[src/rtl/bs_pkg.sv]
// bs_pkg: shared TAP state encodings, opcode constants and IDCODE width
package bs_pkg;
  localparam int IDCODE_W = 32;
  localparam logic [3:0] OP_EXTEST = 4'b0000;
  localparam logic [3:0] OP_SAMPLE = 4'b0001;
  localparam logic [3:0] OP_IDCODE = 4'b0010;
  localparam logic [3:0] OP_BYPASS = 4'b1111;
  typedef enum logic [3:0] {
    EX2_DR   = 4'h0,
    EX1_DR   = 4'h1,
    SH_DR    = 4'h2,
    PAUSE_DR = 4'h3,
    SEL_IR   = 4'h4,
    UPD_DR   = 4'h5,
    CAP_DR   = 4'h6,
    SEL_DR   = 4'h7,
    EX2_IR   = 4'h8,
    EX1_IR   = 4'h9,
    SH_IR    = 4'hA,
    PAUSE_IR = 4'hB,
    RTI      = 4'hC,
    UPD_IR   = 4'hD,
    CAP_IR   = 4'hE,
    TLR      = 4'hF
  } tap_state_t;
endpackage

[src/rtl/bs_tap_fsm.sv]
// bs_tap_fsm: 16-state TAP state register and next-state logic; in ClockBR, RstBar, tms; out state, next_state
module bs_tap_fsm import bs_pkg::*; (
  input  logic       ClockBR,
  input  logic       RstBar,
  input  logic       tms,
  output tap_state_t state,
  output tap_state_t next_state
);
  always_ff @(posedge ClockBR or negedge RstBar)
    if (!RstBar) state <= TLR;
    else state <= next_state;
  always_comb begin
    next_state = TLR;
    unique case (state)
      TLR:      next_state = tms ? TLR    : RTI;
      RTI:      next_state = tms ? SEL_DR : RTI;
      SEL_DR:   next_state = tms ? SEL_IR : CAP_DR;
      CAP_DR:   next_state = tms ? EX1_DR : SH_DR;
      SH_DR:    next_state = tms ? EX1_DR : SH_DR;
      EX1_DR:   next_state = tms ? UPD_DR : PAUSE_DR;
      PAUSE_DR: next_state = tms ? EX2_DR : PAUSE_DR;
      EX2_DR:   next_state = tms ? UPD_DR : SH_DR;
      UPD_DR:   next_state = tms ? SEL_DR : RTI;
      SEL_IR:   next_state = tms ? TLR    : CAP_IR;
      CAP_IR:   next_state = tms ? EX1_IR : SH_IR;
      SH_IR:    next_state = tms ? EX1_IR : SH_IR;
      EX1_IR:   next_state = tms ? UPD_IR : PAUSE_IR;
      PAUSE_IR: next_state = tms ? EX2_IR : PAUSE_IR;
      EX2_IR:   next_state = tms ? UPD_IR : SH_IR;
      UPD_IR:   next_state = tms ? SEL_DR : RTI;
    endcase
  end
endmodule

[src/rtl/bs_tap_controller.sv]
// bs_tap_controller: IEEE 1149.1 TAP with IR, bypass/IDCODE DRs and BSR chain controls; in ClockBR, RstBar, TMS, TDI, BsrSO; out TDO, TdoEn, ShiftBR, ClockEnBR, UpdateBR, ModeControl, TapState, IrOut
module bs_tap_controller import bs_pkg::*; #(
  parameter int                  IR_W       = 4,
  parameter logic [IDCODE_W-1:0] IDCODE_VAL = 32'h1000_0001,
  parameter logic [IR_W-1:0]     OP_EXTEST  = IR_W'(bs_pkg::OP_EXTEST),
  parameter logic [IR_W-1:0]     OP_SAMPLE  = IR_W'(bs_pkg::OP_SAMPLE),
  parameter logic [IR_W-1:0]     OP_IDCODE  = IR_W'(bs_pkg::OP_IDCODE),
  parameter logic [IR_W-1:0]     OP_BYPASS  = '1
) (
  input  logic            ClockBR,
  input  logic            RstBar,
  input  logic            TMS,
  input  logic            TDI,
  input  logic            BsrSO,
  output logic            TDO,
  output logic            TdoEn,
  output logic            ShiftBR,
  output logic            ClockEnBR,
  output logic            UpdateBR,
  output logic            ModeControl,
  output logic [3:0]      TapState,
  output logic [IR_W-1:0] IrOut
);
  tap_state_t state, next_state;
  logic [IR_W-1:0] ir, ir_sr;
  logic byp;
  logic [IDCODE_W-1:0] id_sr;
  logic sel_bsr, sel_id;
  bs_tap_fsm u_fsm (
    .ClockBR    (ClockBR),
    .RstBar     (RstBar),
    .tms        (TMS),
    .state      (state),
    .next_state (next_state)
  );
  always_ff @(posedge ClockBR or negedge RstBar)
    if (!RstBar) begin
      ir    <= OP_IDCODE;
      ir_sr <= '0;
      byp   <= 1'b0;
      id_sr <= IDCODE_VAL;
    end else begin
      if (state == CAP_IR) ir_sr <= IR_W'(2'b01);
      else if (state == SH_IR) ir_sr <= {TDI, ir_sr[IR_W-1:1]};
      if (next_state == TLR) ir <= OP_IDCODE;
      else if (state == UPD_IR) ir <= ir_sr;
      if (state == CAP_DR) begin
        byp   <= 1'b0;
        id_sr <= IDCODE_VAL;
      end else if (state == SH_DR) begin
        byp   <= TDI;
        id_sr <= {TDI, id_sr[IDCODE_W-1:1]};
      end
    end
  // Undefined opcodes and OP_BYPASS both fall through to the bypass register.
  always_comb begin
    sel_bsr     = (ir == OP_EXTEST) || (ir == OP_SAMPLE);
    sel_id      = (ir == OP_IDCODE) && (ir != OP_BYPASS);
    TdoEn       = (state == SH_DR) || (state == SH_IR);
    ShiftBR     = sel_bsr && (state == SH_DR);
    ClockEnBR   = sel_bsr && ((state == CAP_DR) || (state == SH_DR));
    UpdateBR    = sel_bsr && (state == UPD_DR);
    ModeControl = (ir == OP_EXTEST);
    TDO         = (state == SH_IR) ? ir_sr[0] :
                  (state == SH_DR) ? (sel_bsr ? BsrSO : sel_id ? id_sr[0] : byp) : 1'b0;
    TapState    = state;
    IrOut       = ir;
  end
endmodule

[config.mk]
export PLATFORM = sky130hd
export DESIGN_NAME = bs_tap_controller
export DESIGN_NICKNAME = d
export VERILOG_FILES = /design/src/rtl/bs_pkg.sv /design/src/rtl/bs_tap_fsm.sv /design/src/rtl/bs_tap_controller.sv
export SDC_FILE = /design/constraint.sdc
export NUM_CORES = 1
export LEC_CHECK = 0
export CORE_ASPECT_RATIO = 2
export CORE_MARGIN = 2
export CORE_UTILIZATION = 55
export CTS_CLUSTER_DIAMETER = 40
export DETAILED_ROUTE_END_ITERATION = 6
export GPL_TIMING_DRIVEN = 0
export PLACE_DENSITY = 0.75
export RECOVER_POWER = 50
export SLEW_MARGIN = 20
export SYNTH_ARGS = -nofsm -noshare
export SYNTH_HDL_FRONTEND = slang
export SYNTH_HIERARCHICAL = 1
export SYNTH_SLANG_ARGS = --single-unit
[constraint.sdc]
create_clock -name ClockBR -period 2.1 [get_ports ClockBR]
set_clock_uncertainty 0.05 [all_clocks]
set_input_delay 0.42 -clock ClockBR [delete_from_list [all_inputs] [get_ports ClockBR]]
set_output_delay 0.42 -clock ClockBR [all_outputs]
set_load 0.01 [all_outputs]
==> key figures, run 1 <==
Layout
  • NumNets Final: 182
  • Total non-filler cell area in the finished layout: 2240 um^2
  • Final-layout fill cell count: 229
  • Layout Area Growth over Synthesis: 24.1%
  • Share of cells above drive strength 1: 0.242
  • Number of antenna diodes: 0

Clock tree
  • H-tree level count: 2
  • Clock input transition at the sequential cells of the worst setup and hold paths: 0.08 ns
  • Clock root buffer master: clkbuf_8
  • Clk Latency, worst-skew pair: 0.30 ns
  • Total CTS buffers: 5
  • CTS tree: built
  • Bufs on Longest Clock Path: 2
  • Number of clock sinks: 44

Global route
  • Largest net degree at the start of global routing: 35
  • Initial antenna violation count: 0
  • Global-route wire length before repair: 6240 um
  • Vias in the first global route: 1325
  • GR Layer Usage met3: 0.0426
  • Met2 demand-to-capacity share in global routing: 0.354
  • All-layer global routing usage: 0.223
  • Layer carrying the most global-route usage: met2
  • Overall overflow remaining after global route: 0
  • Global routing met1 resource utilization: 0.275

Power
  • Total power per unit cell area: 1340 nW/um^2
  • Overall power: 0.00301 W
  • Peak supply drop: 0.000914 V
  • Leakage Power: 1.08 nW

Synth
  • Area share of the largest cell type after synthesis: 0.513
  • Count leader, synth: dfrtp_1
  • Top cells by area, synth: dfrtp_1 51%, a22o_1 15%, dfstp_2 10%
  • Adder and majority gate portion of the synthesized area: 0
  • Compound-cell area share of the yosys netlist: 0.209
  • Xor and xnor fraction of the mapped netlist area: 0
  • Post-synthesis cell area: 1810 um^2
  • Simple logic cell fraction of the synthesized area: 0.121
  • Number of cells produced by synthesis: 141
  • Proportion of synthesized area in mux cells: 0.0166
  • Main combinational cell family by area after synthesis: compound AO/OA/AOI/OAI gates
  • Count of flip-flops with a built-in enable after synthesis: 0
  • Post-synth top flop: dfrtp_1
  • Synth cell types: 32
  • Synthesis warning total: 6
  • Commonest cells in the netlist: 37 x dfrtp_1, 31 x a22o_1, 10 x nor2_1
  • Syn Nets: 146
  • Post-synthesis register bit count: 44
  • Fraction of synthesis flops using an asynchronous set or reset pin: 1.00
  • Cell type contributing the most total cell area after synthesis: dfrtp_1
  • Sequential fraction of the synthesis area: 0.615
  • Syn avg cell area: 12.8 um^2

Detailed routing
  • Pre-Repair DR Iteration Count: 4
  • Mean routed wirelength per cell: 18.5 um
  • ANT nets after route: 0
  • Number of remaining DRC errors: 0
  • Via density: 6.14
  • Initial detailed-routing violation count: 22
  • Total number of vias: 1284
  • DRT Wirelength: 3870 um

Timing
  • RSZ-0062 raised after global routing: true
  • Final Critical Period: 2.13 ns
  • Worst-case headroom to the max-slew limit: 0.459
  • Final clock period utilization by the worst path: 1.02
  • Maximum clock rate: 469 MHz
  • Final Hold Viols: 0
  • Transition time of the tightest slew-check pin: 0.812 ns
  • Min setup slack post-route: -0.0323 ns
  • Final setup vio count: 2
  • Final count of pins violating max slew: 0
  • Setup TNS after final layout: -0.0462 ns

Hold path
  • Worst min-delay path endpoint: id_sr[25]
  • Worst Hold Depth: 1
  • Worst min path class: flip-flop to flip-flop
  • Worst hold path startpoint: id_sr[25]

Critical path
  • Delay of the slowest critical-path stage: 0.55 ns
  • CP top delay family: flip-flops
  • Data arrival time of the critical path: 1.66 ns
  • Crit Reg-Reg Endpoint: IrOut[1]
  • Cell chain of the critical path: buf_6 -> nor3b_4 -> buf_6 -> o311ai_4 -> a21oi_2 -> buf_2
  • Maximum fanout encountered on the critical timing path: 3
  • Worst-case reg-to-reg path depth: 5
  • Launch instance of the worst register-to-register path: u_fsm/state[2]
  • CP Class: flip-flop to primary output
  • Library cell appearing most often on the critical path: buf_6
  • Setup slack of the worst register-to-register path: 0.29 ns
  • Crit start category: flip-flop
  • Element type at the critical path end: primary output
  • Standard cell with the maximum stage delay on the critical path: dfstp_2
  • CP Data Required Time: 1.63 ns
  • Buffers and inverters on the worst path: 3

Run status
  • Violated checks: setup timing
  • Result of the run: finished with violations

Die
  • Die Area: 3780 um^2
  • Number of placed I/O pins: 19
  • Core region area: 3160 um^2
  • Horizontal extent of the die: 44.5 um
  • Height of the die: 85.0 um
  • Site Rows: 29
  • Starting utilization of the core area: 0.572

Placement
  • HPWL reported at the end of detailed placement: 2420 um
  • Worst Setup Slack post-DPL: -0.262 ns
  • Count of buffers inserted at the top-level ports: 18
  • Placed Area: 2040 um^2
  • Weighted congestion reported at the end of routability-driven placement: 0.719

Run
  • Total of max-cap violations: 0
[power by group]
group,internal [W],leakage [nW],switching [W],total [W]
logic,0.000578,0.445,0.000523,0.00110
registers,0.00107,0.584,0.000216,0.00128
clock network,0.000353,0.0552,0.000275,0.000628
[cell type report]
cell class / count / area (um^2) / share of cell area
flip-flops and latches: 44 / 1110 / 0.495
well taps: 31 / 38.8 / 0.0173
clock inverters: 2 / 35.0 / 0.0156
clock buffers: 6 / 72.6 / 0.0324
repair buffers: 30 / 251 / 0.112
plain buffers: 7 / 60.1 / 0.0268
inverters: 1 / 3.75 / 0.00168
multi-input cells: 88 / 669 / 0.299
[repair_timing]
action                     in CTS  in global routing
hold buffers                    1                  0
buffers inserted                5                  5
gates cloned                    0                  0
pin swaps                       1                  0
hold endpoints to repair        6                  0
resized for setup              18                 10
setup endpoints to repair       6                  6
[worst max-delay path by stage]
stage           endpoint  slack [ns]            from  depth (start not counted)
2_1_floorplan  ClockEnBR        0.23  u_fsm/state[1]                          4
4_1_cts        ClockEnBR       -0.07  u_fsm/state[3]                          6
3_5_place_dp   ClockEnBR       -0.26  u_fsm/state[1]                          5
5_1_grt              TDO       -0.11  u_fsm/state[1]                          6
6_report             TDO       -0.03  u_fsm/state[1]                          6
3_3_place_gp    IrOut[2]       -0.40          RstBar                          1
[layout by cell type (no fill, tap or decap), types with 2 or more instances in the layout]
| master | synthesis | layout |
|---|---|---|
| o21ai_0 | 6 | 6 |
| nand2_1 | 7 | 7 |
| clkbuf_8 | 0 | 5 |
| buf_4 | 0 | 8 |
| nand2b_1 | 6 | 5 |
| clkbuf_1 | 0 | 2 |
| nor2_1 | 10 | 10 |
| dfrtp_1 | 37 | 37 |
| a22o_1 | 31 | 31 |
| nand3b_1 | 3 | 3 |
| clkdlybuf4s50_1 | 0 | 10 |
| o22a_1 | 2 | 2 |
| buf_6 | 4 | 6 |
| dfstp_2 | 7 | 7 |
| mux2i_1 | 3 | 3 |
| nor3_1 | 2 | 2 |
| clkbuf_2 | 0 | 2 |
| buf_2 | 4 | 6 |
| dlygate4sd2_1 | 0 | 2 |
[per-stage QoR]
step	std cells	hold WS, ns	util
after floorplan	141	0.0744	-
after global placement	190	0.433	0.641
after detailed placement	191	0.253	0.646
after CTS	205	0.459	0.696
after global routing	209	0.475	0.710
final	209	0.455	0.710
[metal layers]
metal  share of wire  vias up
li1                -      595
met2            0.54       48
met1            0.39      629
met5               0        -
met3           0.040       12
met4           0.031        0
[sequential cells by signal, summed over array words and instances (netlist names)]
register and flops:
byp 1, IrOut 4, u_fsm/state 4, ir_sr 4
id_sr 31
[cell families after synthesis]
group                  count (synthesis)
muxes                                  3
DFF                                   44
and+or+nand+nor                       38
AOI/OAI and AO/OA                     47
buffers and inverters                  9
Note: power is estimated with default switching activity, not from simulation.
==> run 2, diff against run 1 <==
clock period = 2.2 ns   (was 2.1 ns; I/O delays follow)
==> run 2 against run 1 <==
Against the previous run: the flow now finishes without violations; critical path depth is 2 lower; sequential share of layout area is 2.0 points higher; hold slack better by 0.0014 ns; count of clock-buffer cells in the layout stayed put; global-route usage is 0.85 points lower; worst setup slack better by 0.12 ns; die area stayed put; first-iteration DRC count is 14% higher; cell count is 3.3% lower; wire length is 8.8% lower; clock power is 4.9% lower; via count is 6.0% lower.
==> key figures, run 2 (synthesis gave the netlist of run 1 again) <==
Detailed routing
  • Pre-Repair DR Iteration Count: 4 (unchanged)
  • Initial detailed-routing violation count: 25 (was 22)
  • DRT Wirelength: 3530 um (was 3870 um)
  • ANT nets after route: 0 (unchanged)
  • Number of remaining DRC errors: 0 (unchanged)
  • Via density: 5.98 (was 6.14)
  • Total number of vias: 1207 (was 1284)
  • Mean routed wirelength per cell: 17.5 um (was 18.5 um)

Layout
  • Most frequent cells in the layout: 37 x dfrtp_1, 31 x a22o_1, 11 x clkdlybuf4s50_1, 10 x nor2_1 (was 37 x dfrtp_1, 31 x a22o_1, 10 x nor2_1, 10 x clkdlybuf4s50_1, 8 x buf_4)
  • Final standard cell count with taps included and fillers excluded: 202 (was 209)
  • NumNets Final: 175 (was 182)
  • Register name with the most flops: id_sr (unchanged)
  • Number of antenna diodes: 0 (unchanged)
  • Share of cells above drive strength 1: 0.175 (was 0.242)
  • Most common cell after layout, fill and taps aside: dfrtp_1 (unchanged)
  • Final-layout fill cell count: 237 (was 229)
  • Number of flip-flops in the largest register: 31 (unchanged)
  • Layout Area Growth over Synthesis: 19.3% (was 24.1%)

Clock tree
  • Bufs on Longest Clock Path: 2 (unchanged)
  • Total CTS buffers: 5 (unchanged)
  • CTS tree: built (unchanged)
  • Clock root buffer master: clkbuf_8 (unchanged)
  • Clock input transition at the sequential cells of the worst setup and hold paths: 0.08 ns (about the same)
  • H-tree level count: 2 (unchanged)
  • Number of clock sinks: 44 (unchanged)
  • Clk Latency, worst-skew pair: 0.30 ns (about the same)

Die
  • Site Rows: 29 (unchanged)
  • Core region area: 3160 um^2 (unchanged)
  • Height of the die: 85.0 um (unchanged)
  • Starting utilization of the core area: 0.572 (unchanged)
  • Die Area: 3780 um^2 (unchanged)
  • Horizontal extent of the die: 44.5 um (unchanged)
  • Number of placed I/O pins: 19 (unchanged)

Critical path
  • Element type at the critical path end: primary output (unchanged)
  • Crit start category: flip-flop (unchanged)
  • CP Data Required Time: 1.71 ns (was 1.63 ns)
  • Data arrival time of the critical path: 1.63 ns (was 1.66 ns)
  • CP Class: flip-flop to primary output (unchanged)
  • Maximum fanout encountered on the critical timing path: 10 (was 3)

Timing
  • Final Hold Viols: 0 (unchanged)
  • Maximum clock rate: 473 MHz
  • RSZ-0062 raised after global routing: false (was true)
  • Final Critical Period: 2.12 ns
  • Transition time of the tightest slew-check pin: 0.799 ns (was 0.812 ns)
  • Final clock period utilization by the worst path: 0.962
  • Final count of pins violating max slew: 0 (unchanged)
  • Worst-case headroom to the max-slew limit: 0.467 (was 0.459)
  • Final setup vio count: 0 (was 2)

Global route
  • Overall overflow remaining after global route: 0 (unchanged)
  • Largest net degree at the start of global routing: 35 (unchanged)
  • Vias in the first global route: 1305 (was 1325)
  • Initial antenna violation count: 0 (unchanged)
  • Global-route wire length before repair: 6030 um (was 6240 um)
  • All-layer global routing usage: 0.214 (was 0.223)

Placement
  • Weighted congestion reported at the end of routability-driven placement: 0.719 (unchanged)
  • HPWL reported at the end of detailed placement: 2420 um (unchanged)
  • DP Cell Count: 191 (unchanged)
  • Count of buffers inserted at the top-level ports: 18 (unchanged)

Power
  • Leakage Power: 1.04 nW (was 1.08 nW)
  • Peak supply drop: 0.000867 V (was 0.000914 V)
  • Total power per unit cell area: 1250 nW/um^2 (was 1340 nW/um^2)
  • Overall power: 0.00270 W (was 0.00301 W)

Run status
  • Result of the run: completed (was finished with violations)

Hold path
  • Worst min path class: flip-flop to flip-flop (unchanged)

Run
  • Total of max-cap violations: 0 (unchanged)
-- run 2: through the flow --
stage	area (um^2)	setup TNS [ns]	hold WS (ns)	setup WS, ns	util
after floorplan	1810	0	0.0944	0.307	-
after global placement	2020	-12.23	0.433	-0.325	0.641
after detailed placement	2040	-0.289	0.273	-0.182	0.646
after CTS	2170	-0.00841	0.459	-0.00841	0.688
after global routing	2150	0	0.475	0.00700	0.683
final	2150	0	0.456	0.0844	0.683
-- run 2: layout make-up --
class / count / area, um^2 / share of cell area
Clock inverter: 2 / 35.0 / 0.0163
Clock buffer: 6 / 72.6 / 0.0337
Multi-Input combinational cell: 88 / 633 / 0.294
Timing Repair Buffer: 23 / 201 / 0.0935
Buffer: 7 / 60.1 / 0.0279
Tap cell: 31 / 38.8 / 0.0180
Inverter: 1 / 3.75 / 0.00174
Sequential cell: 44 / 1110 / 0.515
-- run 2: final timing paths --
| check | end | from | depth (start not counted) | slack [ns] |
|---|---|---|---|---|
| max in group asynchronous | IrOut[2] | RstBar | 3 | 0.33 |
| setup reg to reg | IrOut[1] | u_fsm/state[2] | 5 | 0.36 |
| min in group asynchronous | id_sr[5] | RstBar | 2 | 0.59 |
| setup / recovery | ClockEnBR | u_fsm/state[1] | 4 | 0.08 |
| hold reg to reg | id_sr[17] | id_sr[17] | 1 | 0.46 |
| hold / removal | id_sr[17] | id_sr[17] | 1 | 0.46 |
-- run 2: timing repair --
action | 4_1_cts | 5_1_grt
setup buffers | 2 | 1
endpoints found under the setup margin | 6 | 4
hold endpoints to repair | 6 | 0
resized for setup | 10 | 6
hold buffers | 1 | 0
pin swaps | 0 | 0
-- run 2: per-layer routing --
layer	GRT usage	vias up	wire, um
li1	-	582	-
met1	0.266	589	1490
met2	0.341	27	1830
met3	0.0404	9	115
met4	0.113	0	93
met5	0	-	0
-- run 2: power breakdown --
| part | switching [W] | internal, W |
|---|---|---|
| sequential | 0.000209 | 0.00102 |
| combinational | 0.000412 | 0.000466 |
| clock | 0.000260 | 0.000337 |
-- run 2: worst max-delay path: stages (launching register included) --
cell,delay (ns)
dfstp_2,0.57
or3b_4,0.40
buf_6,0.15
nor2_1,0.09
buf_2,0.13
